`src/rtl/lane_scatter_pkg.sv`:
```
// Shared types and grid helpers for the lane scatter/gather block.
// The coordinate map is the inverse of the team's index-to-(i,j) mapping.
package lane_scatter_pkg;

   localparam int GRID  = 5;
   localparam int LANES = 25;
   localparam int IDX_W = 5;

   typedef enum logic {FILL, DRAIN} state_t;

   // Operands never exceed 7 after the +2 offset wraps in 3 bits, so one subtraction suffices.
   function automatic logic [2:0] mod_grid(input logic [2:0] v);
      return (v >= 3'(GRID)) ? v - 3'(GRID) : v;
   endfunction

   function automatic logic [IDX_W-1:0] ij_to_idx(input logic [2:0] i, input logic [2:0] j);
      logic [2:0] row;
      logic [2:0] col;
      row = mod_grid(j + 3'd2);
      col = mod_grid(i + 3'd2);
      return IDX_W'(row) * IDX_W'(GRID) + IDX_W'(col);
   endfunction

endpackage

```
`src/rtl/ij_to_index.sv`:
```
// Combinational (i,j) -> linear lane index conversion with a legality flag.
module ij_to_index
   import lane_scatter_pkg::*;
(
   input  logic [2:0]       i,
   input  logic [2:0]       j,
   output logic [IDX_W-1:0] idx,
   output logic             legal
);

   assign idx   = ij_to_idx(i, j);
   assign legal = (i < 3'(GRID)) && (j < 3'(GRID));

endmodule

```
`src/rtl/lane_scatter_gather.sv`:
```
// Collects 25 lanes addressed by (i,j) in any order, then streams them out in linear order.
// Define LANE_SCATTER_ERR_EN to enable the sticky err flag for illegal or duplicate writes.
module lane_scatter_gather
   import lane_scatter_pkg::*;
#(
   parameter int LANE_W = 64
)
(
   input  logic              clk,
   input  logic              rst,
   input  logic              in_valid,
   output logic              in_ready,
   input  logic [2:0]        in_i,
   input  logic [2:0]        in_j,
   input  logic [LANE_W-1:0] in_data,
   output logic              out_valid,
   input  logic              out_ready,
   output logic [IDX_W-1:0]  out_index,
   output logic [LANE_W-1:0] out_data,
   output logic              done,
   output logic              err
);

   localparam logic [IDX_W-1:0] LAST_IDX = IDX_W'(LANES - 1);

   state_t             state, state_nxt;
   logic [LANE_W-1:0]  lanes [LANES];
   logic [LANES-1:0]   filled;
   logic [LANES-1:0]   wr_mask;
   logic [IDX_W-1:0]   cnt;
   logic [IDX_W-1:0]   wr_idx;
   logic               wr_legal;
   logic               accept;
   logic               wr;

   ij_to_index u_map (
      .i     (in_i),
      .j     (in_j),
      .idx   (wr_idx),
      .legal (wr_legal)
   );

   assign accept    = in_valid && (state == FILL);
   assign wr        = accept && wr_legal;
   assign wr_mask   = LANES'(1) << wr_idx;
   assign out_index = cnt;
   assign out_data  = lanes[cnt];

   // State register
   always_ff @(posedge clk or posedge rst) begin
      if (rst) state <= FILL;
      else     state <= state_nxt;
   end

   // Next state and handshake outputs; drain starts once the bitmap would become full
   always_comb begin
      state_nxt = state;
      in_ready  = 1'b0;
      out_valid = 1'b0;
      done      = 1'b0;
      case (state)
         FILL: begin
            in_ready = 1'b1;
            if (wr && ((filled | wr_mask) == '1)) state_nxt = DRAIN;
         end
         DRAIN: begin
            out_valid = 1'b1;
            if (out_ready && (cnt == LAST_IDX)) begin
               done      = 1'b1;
               state_nxt = FILL;
            end
         end
         default: state_nxt = FILL;
      endcase
   end

   // Bitmap and drain counter; the final handshake clears both for the next frame
   always_ff @(posedge clk or posedge rst) begin
      if (rst) begin
         filled <= '0;
         cnt    <= '0;
      end else if (state == FILL) begin
         if (wr) filled <= filled | wr_mask;
      end else if (out_ready) begin
         if (cnt == LAST_IDX) begin
            cnt    <= '0;
            filled <= '0;
         end else begin
            cnt <= cnt + IDX_W'(1);
         end
      end
   end

   // Lane storage is deliberately left unreset
   always_ff @(posedge clk) begin
      if (wr) lanes[wr_idx] <= in_data;
   end

`ifdef LANE_SCATTER_ERR_EN
   logic err_q;

   // Sticky flag: an accepted write that is off-grid or lands on an already-filled lane
   always_ff @(posedge clk or posedge rst) begin
      if (rst)                                      err_q <= 1'b0;
      else if (accept && (!wr_legal || filled[wr_idx])) err_q <= 1'b1;
   end

   assign err = err_q;
`else
   assign err = 1'b0;
`endif

endmodule

```
`config.mk`:
```
export PLATFORM = sky130hd
export DESIGN_NAME = lane_scatter_gather
export DESIGN_NICKNAME = d
export VERILOG_FILES = /design/src/rtl/lane_scatter_pkg.sv /design/src/rtl/ij_to_index.sv /design/src/rtl/lane_scatter_gather.sv
export SDC_FILE = /design/constraint.sdc
export NUM_CORES = 2
export LEC_CHECK = 0
export BUFFER_PORTS_ARGS = -buffer_cell sky130_fd_sc_hd__buf_2
export CAP_MARGIN = 40
export CELL_PAD_IN_SITES_DETAIL_PLACEMENT = 0
export CELL_PAD_IN_SITES_GLOBAL_PLACEMENT = 1
export CORE_UTILIZATION = 56
export DETAILED_ROUTE_END_ITERATION = 7
export PLACE_DENSITY_LB_ADDON = 0.1
export SYNTH_ARGS = -nofsm -noshare
export SYNTH_HDL_FRONTEND = slang
export SYNTH_SLANG_ARGS = --single-unit
```
`constraint.sdc`:
```
create_clock -name clk -period 11.06 [get_ports clk]
set_clock_uncertainty 0.1 [all_clocks]
set_input_delay 2.212 -clock clk [delete_from_list [all_inputs] [get_ports clk]]
set_output_delay 2.212 -clock clk [all_outputs]
set_load 0.01 [all_outputs]
```
Word level (Yosys, flattened, before mapping)
Memory sizes are Yosys's and may differ from the RTL's.
Cells that the tools add are included.
Cells by class
  add/sub/neg operators: 6
  multiply operators: 1
  $lt $le $gt $ge: 4
  equality and inequality tests: 4
  shift operators: 1
  mux-type cells: 16
  bitwise logic cells: 2
  reductions and logical operators: 8
Operators with widths (number)
  $mux 25: 4
  $eq 25x25->1 const B: 1
  $or 25x25->25: 1
  $shl 1x5->25 const A: 1
  $mux 1: 8
  $add 3x2->3 const B: 2
  $ge 3x3->1 const B: 2
  $lt 3x3->1 const B: 2
  $mux 3: 2
  $sub 3x3->3 const B: 2
  $add 5x1->5 const B: 1
  $add 5x3->5: 1
  $eq 5x5->1 const B: 1
  $logic_and 1x1->1: 5
  $mul 3x3->5 const B: 1
  $mux 5: 1
  $reduce_and 3->1: 1
  $ne 2x1->1 const B: 1
  $ne 2x2->1 const B: 1
  $pmux 1 s2: 1
  $reduce_and 2->1: 1
  $reduce_bool 2->1: 1
  $not 1->1: 1
Word-level totals
  bits in registers: 31
  bits in writable memories: 1600
  word-level logic and storage cells: 46
  memories kept: 1
Memory list
  lanes: words 25, bits a word 64, rd ports 1, clocked after Yosys merged registers in 0, wr ports 1, RTL line lane_scatter_gather.sv:27  | logic [LANE_W-1:0] lanes [LANES];

Depth between registers and ports, before layout
  depth after elaboration: 11
  mapped depth: 18

By module
From an unflattened synthesis, not the netlist that was laid out.
Unflattened totals
  cells, all modules: 2694
  area, all modules: 62891.6 sq um
By module, submodules not included
  lane_scatter_gather: times used 1, cells each 2641, area an instance 62408.6 sq um, sequential area each 48821.8 sq um
  ij_to_index: times used 1, cells each 53, area an instance 483.0 sq um, sequential area each 0.0 sq um

Worst setup path after synthesis
No wires, ideal clock.
  path kind: input port to flip-flop
  from: in in_j[1]
  to: mem lanes[2][0] (enable)
  data arrival time: 10831 ps
  required time: 10316 ps
  path slack: -515 ps
  stages: 14
  cells stage by stage: inv_1 ha_1 or3b_1 buf_2 nand2_1 ha_1 ha_1 ha_1 and3_1 o21ai_2 o211ai_2 and2_1 buf_2 nor4_1
Between the ends
  cells in the longest elaborated chain, start to end: 5
  elaborated cells between the ends (all ways): 11
  those cells by class: add/sub: 3; mul: 1; order compare: 2; mux: 3; reduce/logical: 2
Ends and longest elaborated chain
  from (decl): RTL line lane_scatter_gather.sv:14  | input logic [2:0] in_j,
  $add 3x2->3 or $lt 3x3->1 (tied branches): RTL line lane_scatter_pkg.sv:19, ij_to_index.sv:12
  $sub 3x3->3 (tied with other cells): RTL line lane_scatter_pkg.sv:13  | return (v >= 3'(GRID)) ? v - 3'(GRID) : v;
  $mux 3 or $logic_and 1x1->1 (tied branches): RTL line lane_scatter_pkg.sv:13, lane_scatter_gather.sv:44
  $mul 3x3->5 or $mux 1 (tied branches): RTL line lane_scatter_pkg.sv:21, lane_scatter_gather.sv:96
  $add 5x3->5 or $mux 1 (tied branches): RTL line lane_scatter_pkg.sv:21, lane_scatter_gather.sv:96
  to (decl): RTL line lane_scatter_gather.sv:27
Parallel ways exist; a longest one is shown, timed or not.

Worst setup path after layout
  from: in in_j[1]
  to: mem lanes[6][12] (enable)
The elaborated chain is that of the path after synthesis.

==> run summary <==
• **DIE HEIGHT** 338 um
• **total power divided by cell area** 179 mW/mm^2
• **Root Buffer** sky130_fd_sc_hd__clkbuf_16
• **total die area** 0.114 sq mm
• **Vias/cell** 6.23
• **setup slack of the worst register-to-register path** 7.56 ns
• **first-pass GRT wire length** 207,000 um
• **Hold Buf Count CTS** 0
• **total of flip-flops plus latches after synthesis** 1,631
• **number of buffers inserted to repair setup after CTS** 0
• **part of the total power dissipated in the clock network** 39.8%
• **number of cells upsized or downsized after cts** 0
• **residual antenna-violating net count after detailed routing** 0
• **TritonCTS clock tree** built
• **post-synth top area cell** sky130_fd_sc_hd__edfxtp_1
• **Static Leakage** 22.2 nW
• **syn_nets** 2,815
• **Clock transition at path regs** 0.06 ns
• **die width** 338 um
• **critical register-to-register path endpoint** lanes[6][12]$_DFFE_PP_
• **part of the power in registers** 55.4%
• **largest fanout of any net on the critical path** 47
• **Cell Count, Final, Fillers Out** 4,579
• **post-synth cell types** 61
• **startpoint of the most critical register-to-register path** state$_DFF_PP0_
• **violation count after the first detailed-routing iteration** 2,532
• **Cells after Synth** 2,718
• **I/O pins** 147
• **achievable clock frequency** 136 MHz
• **overflow left after global routing** 0
• **critical path startpoint category** input pin
• **multiplexer share of the synthesized area** 18.2%
• **standard-cell rows** 122
• **worst endpoint data arrival time** 7.63 ns
• **total routing usage reported by global routing** 25.6%
• **number of endpoints failing setup at the final stage** 0
• **outcome** completed
• **largest cells by area after synthesis** sky130_fd_sc_hd__edfxtp_1 76%, sky130_fd_sc_hd__mux4_2 16%, sky130_fd_sc_hd__dfrtp_1 1.2%
• **final number of hold-violating endpoints** 0
• **DP HPWL** 82,300 um
• **later-pin clock latency in the skew report** 0.75 ns
• **CP startpoint** in_j[1]
• **clk sink count** 1,631
• **maximum ir drop on the vdd rail** 153 uV
• **register area share after synthesis** 77.4%
• **top post-synthesis cells by count** 1,600 x sky130_fd_sc_hd__edfxtp_1, 448 x sky130_fd_sc_hd__mux4_2, 87 x sky130_fd_sc_hd__clkbuf_1, 87 x sky130_fd_sc_hd__nand2_1, 69 x sky130_fd_sc_hd__o21ai_0
• **placer congestion estimate** 0.808
• **Max-Cap Viols** 0
• **endpoint of the worst setup timing path** lanes[6][12]$_DFFE_PP_
• **endpoint required time on the critical path** 11.33 ns
• **main combinational cell family by area after synthesis** multiplexers
• **wire length reported by the detailed router** 140,000 um
• **starting density of the core** 56.7%
• **fraction of post-synthesis cell area in the top cell type by area** 76.2%
• **H-tree lvl count** 4
• **Worst Tran Pin Value** 1.08 ns
• **share of the synthesized netlist area taken by xor and xnor gates** 0.0694%
• **final critical-path share of the clock period** 66.5%
• **Final Net Count** 3,059
• **leading register cell type out of synthesis** sky130_fd_sc_hd__edfxtp_1
• **switching fraction of total power** 21.3%
• **Min-Delay Path Class** reg -> reg
• **count of buffers inserted at the top-level ports** 145
• **cell area after synthesis** 0.0631 sq mm
• **unrepaired setup endpoints after global routing** no
• **nature of the critical path endpoint** flop
• **power dissipated by switching net loads** 2.72 mW
• **area delta synth->final** 12.9%
• **Placed Instances** 4,287
• **Slew HR** 28.3%
• **via count** 28.5k
• **proportion of layout cells with a drive suffix above 1** 32.2%
• **depth of the worst register-to-register path** 6
• **antenna diode count** 0
• **most common cell in the netlist** sky130_fd_sc_hd__edfxtp_1
• **DRC violations left** 0
• **number of antenna violations at the first check in global routing** 5
• **number of buffers on the longest clock path** 3
• **yosys synthesis warning count** 0
• **min Tclk post-route** 7.36 ns
• **total clock buffers created by CTS** 161
• **core area** 0.111 sq mm
• **sum of negative setup slack** 0 ns
• **PnR worst setup slack** 3.70 ns
• **placement-stage worst setup slack** 2.98 ns
• **number of synthesized flops with an enable pin** 1,600
• **compound-gate portion of the synthesized area** 1.46%
• **internal power consumption** 10.0 mW
• **first drt pass iteration count** 5
• **Logic pwr share** 4.8%
• **worst setup path class** in -> reg
• **routed length per instance** 30.6 um
• **syn_area_per_cell** 23.2 sq um
• **share of flip-flops with an asynchronous set or reset** 1.90%
• **simple-gate portion of the synthesized area** 1.27%
• **via count of the first global-routing pass** 29.9k
• **final max-slew violation count** 0
• **pin count of the biggest net entering global routing** 151
• **area share of fa/ha/maj cells after synthesis** 0.468%
cells in the final DEF (no fill, tap or decap), types with 6 or more instances in the layout:
cell                        netlist  routed
sky130_fd_sc_hd__dfrtp_1         31      26
sky130_fd_sc_hd__buf_16           0      17
sky130_fd_sc_hd__a21o_1          21      21
sky130_fd_sc_hd__inv_6            0       6
sky130_fd_sc_hd__clkinv_1         0      41
sky130_fd_sc_hd__buf_12           0      10
sky130_fd_sc_hd__o21ai_0         69      69
sky130_fd_sc_hd__inv_1           23      22
sky130_fd_sc_hd__mux2_2          65      65
sky130_fd_sc_hd__nor2_1          16      11
sky130_fd_sc_hd__nor3_1          21       7
sky130_fd_sc_hd__o21a_1           7       7
sky130_fd_sc_hd__buf_4            3      55
sky130_fd_sc_hd__mux2i_1         64      64
sky130_fd_sc_hd__edfxtp_1      1600    1600
sky130_fd_sc_hd__ha_1            22      22
sky130_fd_sc_hd__clkbuf_16        0     165
sky130_fd_sc_hd__nand2_1         87      87
sky130_fd_sc_hd__clkbuf_1        87      40
sky130_fd_sc_hd__nor3_2           1      15
sky130_fd_sc_hd__nor2_4           0       7
sky130_fd_sc_hd__a21oi_1         12      12
sky130_fd_sc_hd__buf_2           48     145
sky130_fd_sc_hd__nand3_1         13      13
sky130_fd_sc_hd__mux4_2         448     448
sky130_fd_sc_hd__clkinv_2         0      26
per-stage QoR:
stage                     hold slack, ns  cell area [sq um]  utilization [%]  power, mW
final                              0.379              71200             64.0       12.8
after global routing               0.425              71200             64.0       13.1
after CTS                          0.383              71200             64.0       12.9
after detailed placement           0.370              66300             59.6       7.82
after global placement             0.365              65700             59.1       7.78
after floorplan                    0.350              63100                -       7.51
state kept, by name, summed over array words and instances, names as in the netlist:
register and cells:
filled 25, lanes 1600, out_index 5, state 1
power groups by stage:
stage / sequential, mW / combinational [mW] / clock, mW
after floorplan: 7.19 / 0.320 / 0
after global placement: 7.19 / 0.585 / 0
after detailed placement: 7.20 / 0.620 / 0
after CTS: 7.07 / 0.621 / 5.17
after global routing: 7.08 / 0.662 / 5.40
final: 7.07 / 0.614 / 5.08
per-layer routing:
layer	wire length, um	global-route usage [%]	up-vias
met3	6620	3.53	187
met4	3320	7.05	6
met2	73600	43.8	864
met1	56800	34.8	15400
li1	-	-	12000
met5	28	0	-
worst min-delay path by stage:
stage	from	cells after the start	slack [ns]	to
final	filled[10]$_DFFE_PP0P_	1	0.38	filled[10]$_DFFE_PP0P_
after global routing	filled[8]$_DFFE_PP0P_	1	0.43	filled[8]$_DFFE_PP0P_
after CTS	filled[10]$_DFFE_PP0P_	1	0.38	filled[10]$_DFFE_PP0P_
after detailed placement	filled[10]$_DFFE_PP0P_	1	0.37	filled[10]$_DFFE_PP0P_
after global placement	filled[10]$_DFFE_PP0P_	1	0.37	filled[10]$_DFFE_PP0P_
after floorplan	filled[10]$_DFFE_PP0P_	1	0.35	filled[10]$_DFFE_PP0P_
cell type report:
type | instances | area (sq um)
flip-flops and latches | 1631 | 48800
fillers | 7490 | 40000
multi-input cells | 918 | 13700
clock buffers | 207 | 4310
well taps | 1488 | 1860
repair buffers | 227 | 1810
clock inverters | 85 | 587
inverters | 23 | 88.8
critical path: stages:
cell and delay [ns]:
sky130_fd_sc_hd__buf_2 0.14, sky130_fd_sc_hd__inv_1 0.08, sky130_fd_sc_hd__ha_1 0.33, sky130_fd_sc_hd__or3b_1 0.48, sky130_fd_sc_hd__nand2_1 0.19, sky130_fd_sc_hd__ha_1 0.26
sky130_fd_sc_hd__ha_1 0.19, sky130_fd_sc_hd__ha_1 0.38, sky130_fd_sc_hd__and3_1 0.26, sky130_fd_sc_hd__o21ai_2 0.25, sky130_fd_sc_hd__o211ai_2 0.32, sky130_fd_sc_hd__and2_1 0.38
sky130_fd_sc_hd__or3_1 0.69, sky130_fd_sc_hd__nor2_4 0.62, sky130_fd_sc_hd__buf_4 0.73
kinds of logic after synthesis:
family                   Yosys count
buffers and inverters            169
AND/OR/NAND/NOR                  167
adder cells (fa/ha/maj)           23
multiplexers                     577
flip-flops                      1631
AO/OA/AOI/OAI                    145
other                              1
XOR/XNOR                           5
Note: power is estimated with default switching activity, not from simulation.
